File: src/rtl/hazard_pkg.sv
`default_nettype none
// ============================================================================
//  Module  : hazard_pkg
//  Purpose : Shared types and constants for the hazard control unit:
//            forwarding-mux select encoding, MDU stall FSM states and the
//            result-source code that marks a load in the E stage.
//  Ports   : none (package)
//  Rev     : 1.0  initial release
// ============================================================================
package hazard_pkg;

  // Operand source select for the E-stage ALU input muxes
  typedef enum logic [1:0] {
    FWD_RF  = 2'b00,  // register file value read in D
    FWD_WB  = 2'b01,  // result being written back in W
    FWD_MEM = 2'b10   // ALU result sitting in M
  } fwd_sel_e;

  // Multi-cycle MDU stall FSM
  typedef enum logic {
    IDLE = 1'b0,
    BUSY = 1'b1
  } mdu_state_e;

  // result_src value that identifies a load instruction
  localparam logic [1:0] RESULT_SRC_LOAD = 2'b01;

endpackage : hazard_pkg
`default_nettype wire

File: src/rtl/hazard_fwd_sel.sv
`default_nettype none
// ============================================================================
//  Module  : hazard_fwd_sel
//  Purpose : Combinational forwarding select for one E-stage source operand.
//            The M stage has priority over W when both write the same rd,
//            because M holds the younger value. Writes to x0 never forward.
//  Ports   : rs_e_i          source register of the operand in E
//            rd_m_i/rd_w_i   destination registers in M / W
//            reg_write_m_i/reg_write_w_i  writeback enables in M / W
//            fwd_o           00 regfile, 01 W result, 10 M ALU result
//  Rev     : 1.0  initial release
// ============================================================================
module hazard_fwd_sel
  import hazard_pkg::*;
#(
  parameter int REG_ADDR_W = 5
) (
  input  logic [REG_ADDR_W-1:0] rs_e_i,
  input  logic [REG_ADDR_W-1:0] rd_m_i,
  input  logic [REG_ADDR_W-1:0] rd_w_i,
  input  logic                  reg_write_m_i,
  input  logic                  reg_write_w_i,
  output logic [1:0]            fwd_o
);

  logic w_hit_m;
  logic w_hit_w;

  assign w_hit_m = reg_write_m_i && (rd_m_i != '0) && (rd_m_i == rs_e_i);
  assign w_hit_w = reg_write_w_i && (rd_w_i != '0) && (rd_w_i == rs_e_i);

  always_comb begin
    fwd_o = FWD_RF;
    if (w_hit_m) begin
      fwd_o = FWD_MEM;
    end else if (w_hit_w) begin
      fwd_o = FWD_WB;
    end
  end

endmodule : hazard_fwd_sel
`default_nettype wire

File: src/rtl/hazard_control_unit.sv
`default_nettype none
// ============================================================================
//  Module  : hazard_control_unit
//  Purpose : Stall / flush and forwarding control for the IF/ID, ID/EX and
//            EX/MEM pipeline registers: load-use stalls, taken branch/jump
//            flushes, M/W->E forwarding and a multi-cycle MDU stall FSM with
//            start/done handshake and a sticky watchdog error.
//  Config  : HAZARD_PERF_CNT_EN adds saturating stall/flush cycle counters.
//  Ports   : clk_i, rst_i (sync, active-high)
//            rs1_d_i, rs2_d_i            sources of the instruction in D
//            rs1_e_i, rs2_e_i            sources of the instruction in E
//            rd_e_i, rd_m_i, rd_w_i      destinations in E / M / W
//            result_src_e_i              2'b01 = load in E
//            reg_write_m_i, reg_write_w_i writeback enables in M / W
//            pc_src_e_i                  taken branch/jump resolved in E
//            mdu_req_e_i, mdu_done_i     MDU op in E / result valid pulse
//            forward_a_e_o, forward_b_e_o operand forwarding selects
//            stall_f_o, stall_d_o, stall_e_o  hold PC / IF-ID / ID-EX
//            flush_d_o, flush_e_o        clear IF-ID / ID-EX
//            mdu_start_o, mdu_busy_o, mdu_err_o  MDU handshake and status
//            stall_cycles_o, flush_cycles_o  (HAZARD_PERF_CNT_EN only)
//  Rev     : 1.0  initial release
// ============================================================================
module hazard_control_unit
  import hazard_pkg::*;
#(
  parameter int REG_ADDR_W  = 5,
  parameter int MDU_TIMEOUT = 64
`ifdef HAZARD_PERF_CNT_EN
  ,
  parameter int CNT_W       = 32
`endif
) (
  input  logic                  clk_i,
  input  logic                  rst_i,
  input  logic [REG_ADDR_W-1:0] rs1_d_i,
  input  logic [REG_ADDR_W-1:0] rs2_d_i,
  input  logic [REG_ADDR_W-1:0] rs1_e_i,
  input  logic [REG_ADDR_W-1:0] rs2_e_i,
  input  logic [REG_ADDR_W-1:0] rd_e_i,
  input  logic [REG_ADDR_W-1:0] rd_m_i,
  input  logic [REG_ADDR_W-1:0] rd_w_i,
  input  logic [1:0]            result_src_e_i,
  input  logic                  reg_write_m_i,
  input  logic                  reg_write_w_i,
  input  logic                  pc_src_e_i,
  input  logic                  mdu_req_e_i,
  input  logic                  mdu_done_i,
  output logic [1:0]            forward_a_e_o,
  output logic [1:0]            forward_b_e_o,
  output logic                  stall_f_o,
  output logic                  stall_d_o,
  output logic                  stall_e_o,
  output logic                  flush_d_o,
  output logic                  flush_e_o,
  output logic                  mdu_start_o,
  output logic                  mdu_busy_o,
  output logic                  mdu_err_o
`ifdef HAZARD_PERF_CNT_EN
  ,
  output logic [CNT_W-1:0]      stall_cycles_o,
  output logic [CNT_W-1:0]      flush_cycles_o
`endif
);

  // Watchdog counter only needs to reach MDU_TIMEOUT-1
  localparam int unsigned c_cnt_w = (MDU_TIMEOUT > 2) ? $clog2(MDU_TIMEOUT) : 1;
  localparam logic [c_cnt_w-1:0] c_cnt_last = c_cnt_w'(MDU_TIMEOUT - 1);

  mdu_state_e         r_state;
  mdu_state_e         w_state_nxt;
  logic [c_cnt_w-1:0] r_cnt;
  logic               r_err;

  logic w_lw_stall;
  logic w_timeout;
  logic w_start;
  logic w_stall_f;
  logic w_stall_d;
  logic w_stall_e;
  logic w_flush_d;
  logic w_flush_e;

  // --------------------------------------------------------------------------
  // Operand forwarding
  // --------------------------------------------------------------------------
  hazard_fwd_sel #(
    .REG_ADDR_W    (REG_ADDR_W)
  ) u_fwd_a (
    .rs_e_i        (rs1_e_i),
    .rd_m_i        (rd_m_i),
    .rd_w_i        (rd_w_i),
    .reg_write_m_i (reg_write_m_i),
    .reg_write_w_i (reg_write_w_i),
    .fwd_o         (forward_a_e_o)
  );

  hazard_fwd_sel #(
    .REG_ADDR_W    (REG_ADDR_W)
  ) u_fwd_b (
    .rs_e_i        (rs2_e_i),
    .rd_m_i        (rd_m_i),
    .rd_w_i        (rd_w_i),
    .reg_write_m_i (reg_write_m_i),
    .reg_write_w_i (reg_write_w_i),
    .fwd_o         (forward_b_e_o)
  );

  // --------------------------------------------------------------------------
  // Load-use detection: load in E whose rd is consumed by the instruction in D
  // --------------------------------------------------------------------------
  assign w_lw_stall = (result_src_e_i == RESULT_SRC_LOAD) && (rd_e_i != '0) &&
                      ((rd_e_i == rs1_d_i) || (rd_e_i == rs2_d_i));

  // --------------------------------------------------------------------------
  // MDU FSM next state and stall/flush outputs
  // --------------------------------------------------------------------------
  always_comb begin
    w_state_nxt = r_state;
    w_timeout   = 1'b0;
    w_start     = 1'b0;
    w_stall_f   = 1'b0;
    w_stall_d   = 1'b0;
    w_stall_e   = 1'b0;
    w_flush_d   = 1'b0;
    w_flush_e   = 1'b0;

    if (rst_i) begin
      // Squash D and E while the core is held in reset
      w_state_nxt = IDLE;
      w_flush_d   = 1'b1;
      w_flush_e   = 1'b1;
    end else begin
      case (r_state)
        IDLE: begin
          if (mdu_req_e_i) begin
            // Freeze the whole front end; any done seen now is stale
            w_start     = 1'b1;
            w_stall_f   = 1'b1;
            w_stall_d   = 1'b1;
            w_stall_e   = 1'b1;
            w_state_nxt = BUSY;
          end else begin
            w_stall_f = w_lw_stall;
            w_stall_d = w_lw_stall;
            w_flush_d = pc_src_e_i;
            w_flush_e = w_lw_stall | pc_src_e_i;
          end
        end
        BUSY: begin
          // Flushes stay low: a stalled pipeline cannot resolve a branch
          if (mdu_done_i) begin
            // Release in the done cycle so the MDU result advances out of E
            w_state_nxt = IDLE;
          end else if (r_cnt == c_cnt_last) begin
            w_timeout   = 1'b1;
            w_state_nxt = IDLE;
          end else begin
            w_stall_f = 1'b1;
            w_stall_d = 1'b1;
            w_stall_e = 1'b1;
          end
        end
        default: begin
          w_state_nxt = IDLE;
        end
      endcase
    end
  end

  always_ff @(posedge clk_i) begin
    if (rst_i) begin
      r_state <= IDLE;
      r_cnt   <= '0;
      r_err   <= 1'b0;
    end else begin
      r_state <= w_state_nxt;
      if (r_state == BUSY) begin
        r_cnt <= r_cnt + 1'b1;
      end else begin
        r_cnt <= '0;
      end
      if (w_timeout) begin
        r_err <= 1'b1;
      end
    end
  end

  assign stall_f_o   = w_stall_f;
  assign stall_d_o   = w_stall_d;
  assign stall_e_o   = w_stall_e;
  assign flush_d_o   = w_flush_d;
  assign flush_e_o   = w_flush_e;
  assign mdu_start_o = w_start;
  assign mdu_busy_o  = (r_state == BUSY);
  assign mdu_err_o   = r_err;

`ifdef HAZARD_PERF_CNT_EN
  // --------------------------------------------------------------------------
  // Saturating performance counters
  // --------------------------------------------------------------------------
  logic [CNT_W-1:0] r_stall_cycles;
  logic [CNT_W-1:0] r_flush_cycles;

  always_ff @(posedge clk_i) begin
    if (rst_i) begin
      r_stall_cycles <= '0;
      r_flush_cycles <= '0;
    end else begin
      if (w_stall_d && (r_stall_cycles != {CNT_W{1'b1}})) begin
        r_stall_cycles <= r_stall_cycles + 1'b1;
      end
      if (w_flush_e && (r_flush_cycles != {CNT_W{1'b1}})) begin
        r_flush_cycles <= r_flush_cycles + 1'b1;
      end
    end
  end

  assign stall_cycles_o = r_stall_cycles;
  assign flush_cycles_o = r_flush_cycles;
`endif

endmodule : hazard_control_unit
`default_nettype wire

File: config.mk
export PLATFORM = sky130hd
export DESIGN_NAME = hazard_control_unit
export DESIGN_NICKNAME = d
export VERILOG_FILES = /design/src/rtl/hazard_pkg.sv /design/src/rtl/hazard_fwd_sel.sv /design/src/rtl/hazard_control_unit.sv
export SDC_FILE = /design/constraint.sdc
export NUM_CORES = 1
export LEC_CHECK = 0
export BUFFER_PORTS_ARGS = -buffer_cell sky130_fd_sc_hd__buf_4
export CORE_MARGIN = 10
export CORE_UTILIZATION = 36
export CTS_CLUSTER_DIAMETER = 100
export DETAILED_ROUTE_END_ITERATION = 6
export PLACE_DENSITY = 0.75
export RECOVER_POWER = 100
export SLEW_MARGIN = 20
export SYNTH_ARGS = -nofsm -noshare
export SYNTH_HDL_FRONTEND = slang
export SYNTH_SLANG_ARGS = --single-unit
File: constraint.sdc
create_clock -name clk_i -period 1.54 [get_ports clk_i]
set_clock_uncertainty 0.15 [all_clocks]
set_input_delay 0.231 -clock clk_i [delete_from_list [all_inputs] [get_ports clk_i]]
set_output_delay 0.231 -clock clk_i [all_outputs]
set_load 0.05 [all_outputs]
**Word-level counts from Yosys, hierarchy flattened**

Cells that the tools add are included.

- Output and inout port bits: 12
- Logic and storage cells: 51
- Bits of input ports: 44
- Register bits after elaboration: 8

- Bitwise gates (word level): 2
- Eq/ne operators: 8
- Reduce and logical (&&, ||, !) cells: 13
- Muxes and demuxes: 24
- $add $sub $neg: 1

Operators with widths:

| cell | count |
|---|---|
| equality test 5 bit | 6 |
| 2-to-1 mux 1 bit | 20 |
| nonzero test 5 bit | 3 |
| logical AND 1 bit | 8 |
| adder 6 x 1 -> 6 bit (second input constant) | 1 |
| equality test 6 bit (second input constant) | 1 |
| 2-to-1 mux 2 bit | 2 |
| one-hot mux 1 bit (2 select lines) | 2 |
| equality test 2 x 1 -> 1 bit (second input constant) | 1 |
| OR reduction 2 bit | 1 |
| logical OR 1 bit | 1 |
| NOT 1 bit | 1 |
| bitwise OR 1 bit | 1 |

**Longest topological paths before layout**

Gate-level depths: netlist (run 1).

- Depth in word-level cells: 7
- Gate-level depth with buffers: 5
- Gate-level depth less buffers: 4

**Cells and area by module**

Synthesis (run 1) repeated with hierarchy kept, for this count alone.

- Cell total of the unflattened synthesis: 102
- Area total of the unflattened synthesis: 815.8 sq um

Modules (own cells, without submodules):

| module | cells an instance | seq. area each (sq um) | instances | area each (sq um) |
|---|---|---|---|---|
| hazard_control_unit | 60 | 160.2 | 1 | 498.0 |
| hazard_fwd_sel | 21 | 0.0 | 2 | 158.9 |

**Worst setup path after synthesis (run 1)**

OpenSTA, ideal clock, no wires.

- Path type: input to output
- Start: input rd_e_i[2]
- End: output flush_e_o
- Stages: 4
- Data required time: 1.159 ns
- Path slack: -1.163 ns
- Data arrival time: 2.322 ns
- Cells stage by stage: xor2_1 > nor3_1 > a22oi_1 > o41ai_1

- Cells in the longest elaborated chain, start to end: 7
- Elaborated cells on any way between the ends: 10
- Classes of those cells: eq/ne: 2; mux: 3; bitwise: 1; reduce/logical: 4

RTL lines:

| what | line | source |
|---|---|---|
| from (decl) | hazard_control_unit.sv:40 | `input logic [REG_ADDR_W-1:0] rd_e_i,` |
| equality test 5 bit / nonzero test 5 bit (equally long branches) | hazard_control_unit.sv:113, hazard_control_unit.sv:112 |  |
| logical OR 1 bit / logical AND 1 bit (equally long branches) | hazard_control_unit.sv:113, hazard_control_unit.sv:112 |  |
| logical AND 1 bit (*) | hazard_control_unit.sv:112 | `assign w_lw_stall = (result_src_e_i == RESULT_SRC_LOAD) && (rd_e_i != '0) &&` |
| bitwise OR 1 bit (*) | hazard_control_unit.sv:147 | `w_flush_e = w_lw_stall \| pc_src_e_i;` |
| 2-to-1 mux 1 bit (*) | hazard_control_unit.sv:136 | `if (mdu_req_e_i) begin` |
| 2-to-1 mux 1 bit (*) | hazard_control_unit.sv:134 | `case (r_state)` |
| 2-to-1 mux 1 bit (*) | hazard_control_unit.sv:128 | `if (rst_i) begin` |
| to (decl) | hazard_control_unit.sv:55 | `output logic flush_e_o,` |

Mark *: on every way between the ends. The rest lies on a longest branch, timed or not.

**Worst setup path in the final report (run 1)**

- Start: register r_cnt[1]
- End: output stall_f_o

- Cells in the longest elaborated chain, start to end: 5

RTL lines:

| what | line | source |
|---|---|---|
| from (decl) | hazard_control_unit.sv:72 | `logic [c_cnt_w-1:0] r_cnt;` |
| from (signal assigned) | hazard_control_unit.sv:179 | `r_cnt <= r_cnt + 1'b1;` |
| equality test 6 bit | hazard_control_unit.sv:155 | `end else if (r_cnt == c_cnt_last) begin` |
| 2-to-1 mux 1 bit | hazard_control_unit.sv:155 |  |
| 2-to-1 mux 1 bit | hazard_control_unit.sv:152 | `if (mdu_done_i) begin` |
| one-hot mux 1 bit (2 select lines) | hazard_control_unit.sv:134 |  |
| 2-to-1 mux 1 bit | hazard_control_unit.sv:128 |  |
| to (decl) | hazard_control_unit.sv:51 | `output logic stall_f_o,` |

Every way passes these cells.

==> results of run 1 <==
## state kept, by name, summed over array words and instances, names as in the netlist
signal	count
mdu_err_o	1
mdu_busy_o	1
r_cnt	6
## cell type report
| type | instances | area [um2] |
|---|---|---|
| repair buffers | 80 | 687 |
| flip-flops and latches | 8 | 169 |
| well taps | 27 | 33.8 |
| fillers | 113 | 332 |
| clock buffers | 4 | 26.3 |
| inverters | 3 | 11.3 |
| multi-input cells | 78 | 743 |
## cell families after synthesis
| kind of cell | synth area share |
|---|---|
| xor gates and xnor gates | 0.388 |
| buffers and inverters | 0.0440 |
| and+or+nand+nor | 0.246 |
| adders and majority gates | 0.0163 |
| DFF | 0.208 |
| AOI/OAI and AO/OA | 0.0977 |
## power by group through the flow
stage | Clock, mW | Sequential [mW] | Combinational (mW)
floorplan | 0 | 0.227 | 0.166
global placement | 0 | 0.220 | 0.344
detailed placement | 0 | 0.220 | 0.351
CTS | 0.184 | 0.216 | 0.399
global route | 0.200 | 0.215 | 0.448
finish | 0.179 | 0.215 | 0.424
## stage by stage
step	instance area, um2	cells	hold WS, ns
after floorplan	861	92	0.153
after global placement	1420	190	0.326
after detailed placement	1420	190	0.318
after CTS	1600	196	0.111
after global routing	1670	200	0.137
final	1670	200	0.144
## worst max-delay path: stages (launching register included)
cell and delay, ns:
dfxtp_4 0.35, ha_4 0.16, a311oi_2 0.30, o21ba_4 0.18, o21bai_4 0.13, buf_6 0.18
## routing by layer
metal / share of wire / GRT usage
met1: 0.37 / 0.152
met2: 0.49 / 0.258
met5: 0 / 0
met4: 0.027 / 0.0681
met3: 0.12 / 0.0763
## how the worst max path moves through the flow
stage | from | end | slack (ns) | depth (start not counted)
after global routing | r_cnt[1] | stall_f_o | -0.47 | 5
after floorplan | rd_w_i[1] | forward_a_e_o[0] | -0.43 | 3
after global placement | rd_w_i[1] | forward_a_e_o[0] | -0.39 | 5
after detailed placement | rd_m_i[0] | forward_a_e_o[1] | -0.41 | 5
final | r_cnt[1] | stall_f_o | -0.41 | 5
after CTS | r_cnt[0] | stall_f_o | -0.36 | 5
## placed cells by master (no fill, tap or decap), drive strengths merged
cell	count
nor3	2
nor2	11
nand3	5
inv	3
ha	1
a22oi	1
or4	5
nor2b	3
dfxtp	8
nor4	4
o41ai	1
o21ai	3
and3	1
or3	1
buf	80
a311oi	1
nand2b	1
xnor2	7
o21ba	1
a41oi	1
a21oi	1
xor2	27
o21bai	1
clkbuf	4
## what timing repair did
| item | 4_1_cts | 5_1_grt |
|---|---|---|
| buffers inserted | 2 | 4 |
| pin swaps | 9 | 5 |
| setup endpoints to repair | 10 | 10 |
| resized for setup | 31 | 9 |
| hold buffers | 0 | 0 |
==> impl_results.md, run 1 <==
- Share of cells above drive strength 1: 0.630
- Initial antenna violation count: 0
- Buffers on Ports: 55
- Power Internal: 0.525 mW
- FF-to-FF setup slack: 0.21 ns
- Hold Path Cell Cnt: 3
- Syn nets: 137
- Via count: 1,000
- EDFF count, synth: 0
- Synth top cells by count: xor2_1 (27), nor2_1 (11), dfxtp_1 (8)
- Syn_area_per_cell: 8.35 um2
- Sw power: 0.294 mW
- Layout Utilization: 0.834
- Setup violations, final: 9
- Worst slack, placed: -0.409 ns
- Synth area leaders: xor2_1 (31%), dfxtp_1 (21%), xnor2_1 (8.0%)
- Final Hold Viols: 0
- Maxcap violations: 0
- Final WL: 3500 um
- Total core area: 0.00200 mm2
- CTS buffer count: 3
- Nets@finish: 219
- Reg power frac: 0.263
- CTS Sinks: 8
- Die ar.: 0.00438 mm2
- Worst Max-Slew Pin Slew: 0.364 ns
- 1st-pass router iterations: 4
- Mapped cell area: 768 um2
- Synth-to-Final Area Change: 117%
- First DRT Iteration DRCs: 41
- Final GP Congestion: 0.850
- Slew Viols, Final: 0
- Distinct cell type count after synthesis: 26
- Post-synth top area share: 0.308
- Yosys reg bits: 8
- Arrival @ worst endpoint: 1.57 ns
- Count leader, synth: xor2_1
- R2r endpoint: r_cnt[4]
- Routed vias/inst: 5.00
- Ys flop type: dfxtp_1
- Die width: 66.2 um
- Endpoint type of the worst setup path: output port
- Starting density of the core: 0.384
- Clk_lat worst skew: 0.27 ns
- Switch share: 0.359
- FF-to-FF Start: r_cnt[1]
- Total congestion overflow: 0
- # diodes: 0
- Clock transition at path regs: 0.05 ns
- Clock power frac: 0.219
- Final ANT Viol Nets: 0
- Wirelength per Cell: 17.5 um
- H-Tree Depth: 1
- Gate power share: 0.518
- Hpwl dp: 2390 um
- Relative slew slack: 0.755
- Crit path launch type: register
- Post-synth top area cell: xor2_1
- Worst VDD drop: 0.000699 V
- Number of global-route vias before repair: 1,092
- Max Root-Sink Buffers: 2
- Post-synth ARST share: 0
- First-pass GRT wire length: 5270 um
- Total chip power: 0.819 mW
- YS warnings: 0
- Worst Path Required: 1.16 ns
- Status: finished with violations
- RSZ-0062 raised after global routing: yes
- Fin crit period: 1.95 ns
- Seq/Total Area, Yosys: 0.208
- Setup CP Type: register to output port
- Worst-case reg-to-reg path depth: 6
- Setup TNS Final: -2.65 ns
- Largest net degree at the start of global routing: 8
- GRT Total Usage: 0.152
- LEAKAGE: 0.739 nW
- Die height: 66.2 um
- Hold Path Origin: rst_i
- Post-route setup slack: -0.414 ns
- CP max FO: 2
- Number of cell rows: 16
- CTS tree: done
- Maximum clock frequency: 0.512 GHz
- Hold Crit Endpoint: mdu_err_o
- Cells after Synth: 92
- Min-Delay Path Class: input pin to register
- I/O Pins: 56
- Violated checks: setup timing
- Period utilization: 1.27
- DRC Markers: 0
- Clk root buf: clkbuf_4
- Pwr per Cell Area: 490 mW/mm2
Power figures use the tool's default switching activity.
==> run 2: changes to the inputs <==
CORE_UTILIZATION = 40   (was 36)
PLACE_DENSITY = 0.79   (was 0.75)
clock period = 2.15 ns   (was 1.54 ns; I/O delays follow)
==> run 2 against run 1 <==
The run now ends clean. First-iteration DRC count down 22%. Combinational power down 44%. Flip-flop and latch count stayed put. Worst hold slack worse by 0.034 ns. Die area down 7.0%. Total power down 37%. Sequential power fell by 28%. Utilization shrank 8.8 points. Largest power group unchanged.
==> impl_results.md, run 2 (synthesis gave the netlist of run 1 again) <==
- Clock transition at path regs: 0.06 ns
- Critical path, cell by cell: buf_4 > xor2_1 > or4_4 > nor4_4 > buf_6
- Area post-placement: 0.00126 mm2
- FF-to-FF setup slack: 0.93 ns
- Max Root-Sink Buffers: 2
- Commonest non-fill, non-tap cell in the layout: buf_4
- Status: complete, no violations
- Maximum clock frequency: 0.474 GHz
- Final Hold Viols: 0
- Worst slack, placed: 0.0213 ns
- M2 GR Usage: 0.199
- Largest net degree at the start of global routing: 8
- Setup CP Type: input pin to output port
- Number of cell rows: 15
- Synth-to-Final Area Change: 73.1%
- Initial antenna violation count: 0
- Finished Cell Area: 0.00133 mm2
- Fillers: 145
- Share of cells above drive strength 1: 0.490
- Largest register FFs: 6
- Die width: 63.8 um
- LEAKAGE: 0.573 nW
- Wirelength per Cell: 14.8 um
- Met3 GRT Util: 0.0645
- Buffers on Ports: 55
- Starting density of the core: 0.431
- Crit path launch type: input pin
- 1st-pass router iterations: 3
- CP max FO: 3
- Relative slew slack: 0.683
- Clk_lat worst skew: 0.25 ns
- Worst Max-Slew Pin Slew: 0.475 ns
- Largest register by flop count: r_cnt
- Via count: 854
- Setup violations, final: 0
- CTS buffer count: 3
- Clk root buf: clkbuf_4
- Hpwl dp: 2190 um
- Gate power share: 0.459
- Final WL: 2580 um
- Most frequent cells in the layout: buf_4 (54), xor2_1 (27), nor2_1 (11)
- M1 GR Usage: 0.132
- Routed vias/inst: 4.91
- Crit-path max cell delay: 0.54 ns
- DRC Markers: 0
- H-Tree Depth: 1
- First DRT Iteration DRCs: 32
- Maxcap violations: 0
- Number of global-route vias before repair: 960
- Final GP Congestion: 0.778
- Die height: 63.8 um
- Period utilization: 0.981
- CTS Sinks: 8
- Post-CTS Setup Inserts: 0
- Pwr per Cell Area: 386 mW/mm2
- Total congestion overflow: 0
- Die ar.: 0.00407 mm2
- Final ANT Viol Nets: 0
- Endpoint type of the worst setup path: output port
- Switch share: 0.346
- Total chip power: 0.514 mW
- CP max-delay cell: or4_4
- Arrival @ worst endpoint: 1.64 ns
- CTS tree: done
- Busiest layer in global routing: met2
- Nets@finish: 195
- GRT Total Usage: 0.119
- Total core area: 0.00178 mm2
- Fin crit period: 2.11 ns
- Clock power frac: 0.239
- Worst VDD drop: 0.000412 V
- I/O Pins: 56
- Worst Path Required: 1.68 ns
- Reg power frac: 0.302
- First-pass GRT wire length: 4080 um
- Slew Viols, Final: 0
- Min-Delay Path Class: input pin to register
- # diodes: 0
- Power Internal: 0.336 mW
- Sw power: 0.178 mW
- Post-route setup slack: 0.0408 ns
run 2: repair_timing:
item	4_1_cts	5_1_grt
hold buffers	0	0
setup endpoints to repair	0	6
endpoints found under the hold margin	0	0
resized for setup	0	9
run 2: power by group through the flow:
stage                     combinational (mW)  sequential (mW)  clock, mW
after floorplan                        0.117            0.162          0
after global placement                 0.226            0.158          0
after detailed placement               0.229            0.158          0
after CTS                              0.230            0.155      0.127
after global routing                   0.254            0.155      0.137
final                                  0.236            0.155      0.123
run 2: final timing paths:
kind / startpoint / to / cells after the start
hold reg to reg: r_cnt[0] / r_cnt[0] / 1
hold / removal: rst_i / mdu_err_o / 2
setup reg to reg: mdu_busy_o / mdu_busy_o / 3
setup / recovery: rd_w_i[1] / forward_a_e_o[0] / 5
run 2: layout make-up:
cell class	count	area (um2)	share of cell area
Clock buffer	4	26.3	0.0198
Inverter	3	11.3	0.00847
Multi-Input combinational cell	78	673	0.506
Sequential cell	8	160	0.120
Tap cell	25	31.3	0.0235
Timing Repair Buffer	56	428	0.322
run 2: through the flow:
stage / cells / util / hold WS, ns / setup TNS, ns
final: 174 / 0.746 / 0.110 / 0
after floorplan: 92 / - / 0.245 / -0.00171
after global placement: 170 / 0.708 / 0.291 / 0
after CTS: 174 / 0.723 / 0.112 / 0
after global routing: 174 / 0.746 / 0.105 / -0.0201
after detailed placement: 170 / 0.708 / 0.300 / 0
run 2: worst max-delay path, delay by kind of cell:
kind                   cells  cell delay (ns)
XOR/XNOR                   1             0.16
AND/OR/NAND/NOR            2             0.83
buffers and inverters      2             0.32
run 2: per-layer routing:
layer | routed length, um | vias to the layer above | share of wire
li1 | - | 431 | -
met1 | 1110 | 379 | 0.43
met2 | 1200 | 44 | 0.46
met3 | 272 | 0 | 0.11
met4 | 0 | 0 | 0
met5 | 0 | - | 0
==> run 3: changes to the inputs <==
PLACE_DENSITY = default   (was 0.79)
PLACE_DENSITY_LB_ADDON = 0.12   (was default)
==> run 3 against run 2 <==
Via count is 0.35% higher. First-iteration DRC count shrank 19%. Clock power about the same. Combinational power shrank 2%. Cell count did not move. Critical path type unchanged. Largest cell class unchanged. Highest routed layer is now met4.
==> impl_results.md, run 3 (synthesis gave the netlist of run 1 again) <==
- I/O Pins: 56
- Power Internal: 0.335 mW
- First-pass GRT wire length: 4080 um
- Share of cells above drive strength 1: 0.477
- Pwr per Cell Area: 391 mW/mm2
- Layout Utilization: 0.737
- CTS buffer count: 3
- CTS tree: done
- Maximum clock frequency: 0.477 GHz
- Period utilization: 0.975
- Setup violations, final: 0
- DRC Markers: 0
- Final GP Congestion: 0.828
- Maxcap violations: 0
- Cts hold-fix bufs: 0
- Clk_lat worst skew: 0.26 ns
- Endpoint type of the worst setup path: output port
- Final ANT Viol Nets: 0
- Clock power frac: 0.245
- Die width: 63.8 um
- Post-CTS Setup Inserts: 0
- Reg power frac: 0.303
- Routed vias/inst: 4.93
- Switch share: 0.346
- Hpwl dp: 2260 um
- Sw power: 0.178 mW
- Final Hold Viols: 0
- Die ar.: 0.00407 mm2
- Clk root buf: clkbuf_4
- Largest register FFs: 6
- Total congestion overflow: 0
- CP max FO: 3
- Total core area: 0.00178 mm2
- WHS: 0.108 ns
- Initial antenna violation count: 0
- Gate power share: 0.453
- Fin crit period: 2.10 ns
- Max Root-Sink Buffers: 2
- Number of global-route vias before repair: 943
- # diodes: 0
- H-Tree Depth: 1
- Worst Max-Slew Pin Slew: 0.519 ns
- First DRT Iteration DRCs: 26
- Min-Delay Path Class: input pin to register
- Final WL: 2610 um
- Worst Path Required: 1.68 ns
- Finished Cell Area: 0.00131 mm2
- GRT Total Usage: 0.121
- Starting density of the core: 0.431
- Final std cells w/o fill: 174
- Setup CP Type: input pin to output port
- CTS Sinks: 8
- Largest net degree at the start of global routing: 8
- Commonest non-fill, non-tap cell in the layout: buf_4
- Largest register by flop count: r_cnt
- Via count: 857
- RSZ-0062 raised after global routing: yes
- 1st-pass router iterations: 4
- Synth-to-Final Area Change: 71.0%
- Arrival @ worst endpoint: 1.62 ns
- # placed instances: 170
- Status: complete, no violations
- Nets@finish: 195
- Crit path launch type: input pin
- Area post-placement: 0.00126 mm2
- Fillers: 150
- Number of cell rows: 15
- Clock transition at path regs: 0.06 ns
- Wirelength per Cell: 15.0 um
- Buffers on Ports: 55
- Relative slew slack: 0.654
- LEAKAGE: 0.573 nW
- Most frequent cells in the layout: buf_4 (54), xor2_1 (27), nor2_1 (11)
- Post-CTS sizing: 0
- Die height: 63.8 um
- Slew Viols, Final: 0
- Setup TNS Final: 0 ns
- Worst VDD drop: 0.000308 V
## run 3: stage by stage
step / total power [mW] / setup slack (ns)
CTS: 0.513 / 0.0279
global route: 0.544 / -0.0229
global placement: 0.383 / 0.0454
floorplan: 0.279 / -0.000857
detailed placement: 0.387 / 0.0277
finish: 0.513 / 0.0543
## run 3: area by class of cell
| type | instances | area (um2) | area share |
|---|---|---|---|
| Inverter | 3 | 11.3 | 0.00857 |
| Timing Repair Buffer | 56 | 428 | 0.326 |
| Sequential cell | 8 | 160 | 0.122 |
| Multi-Input combinational cell | 78 | 657 | 0.500 |
| Clock buffer | 4 | 26.3 | 0.0200 |
| Tap cell | 25 | 31.3 | 0.0238 |
## run 3: routing by layer
metal | track usage | vias to the layer above | part of all wire
met2 | 0.224 | 40 | 0.53
met3 | 0.0453 | 4 | 0.072
met1 | 0.116 | 382 | 0.38
li1 | - | 431 | -
met4 | 0.0519 | 0 | 0.017
met5 | 0 | - | 0
## run 3: final timing paths
| path | slack, ns | from | to | cells past startpoint |
|---|---|---|---|---|
| worst max-delay path | 0.05 | rd_w_i[1] | forward_a_e_o[0] | 5 |
| worst max register to register | 0.93 | mdu_busy_o | mdu_busy_o | 3 |
| worst min register to register | 0.32 | r_cnt[0] | r_cnt[0] | 1 |
| worst min-delay path | 0.11 | rst_i | mdu_err_o | 2 |
## run 3: critical path, cell delays in order
cell and delay (ns):
buf_4 0.12, xor2_1 0.15, or4_4 0.54, nor4_4 0.29, buf_6 0.19
## run 3: power groups by stage
stage                     Clock (mW)  Sequential (mW)  Combinational [mW]
after floorplan                    0            0.162               0.117
after global placement             0            0.158               0.225
final                          0.126            0.155               0.232
after detailed placement           0            0.158               0.229
after global routing           0.139            0.156               0.250
after CTS                      0.129            0.155               0.230
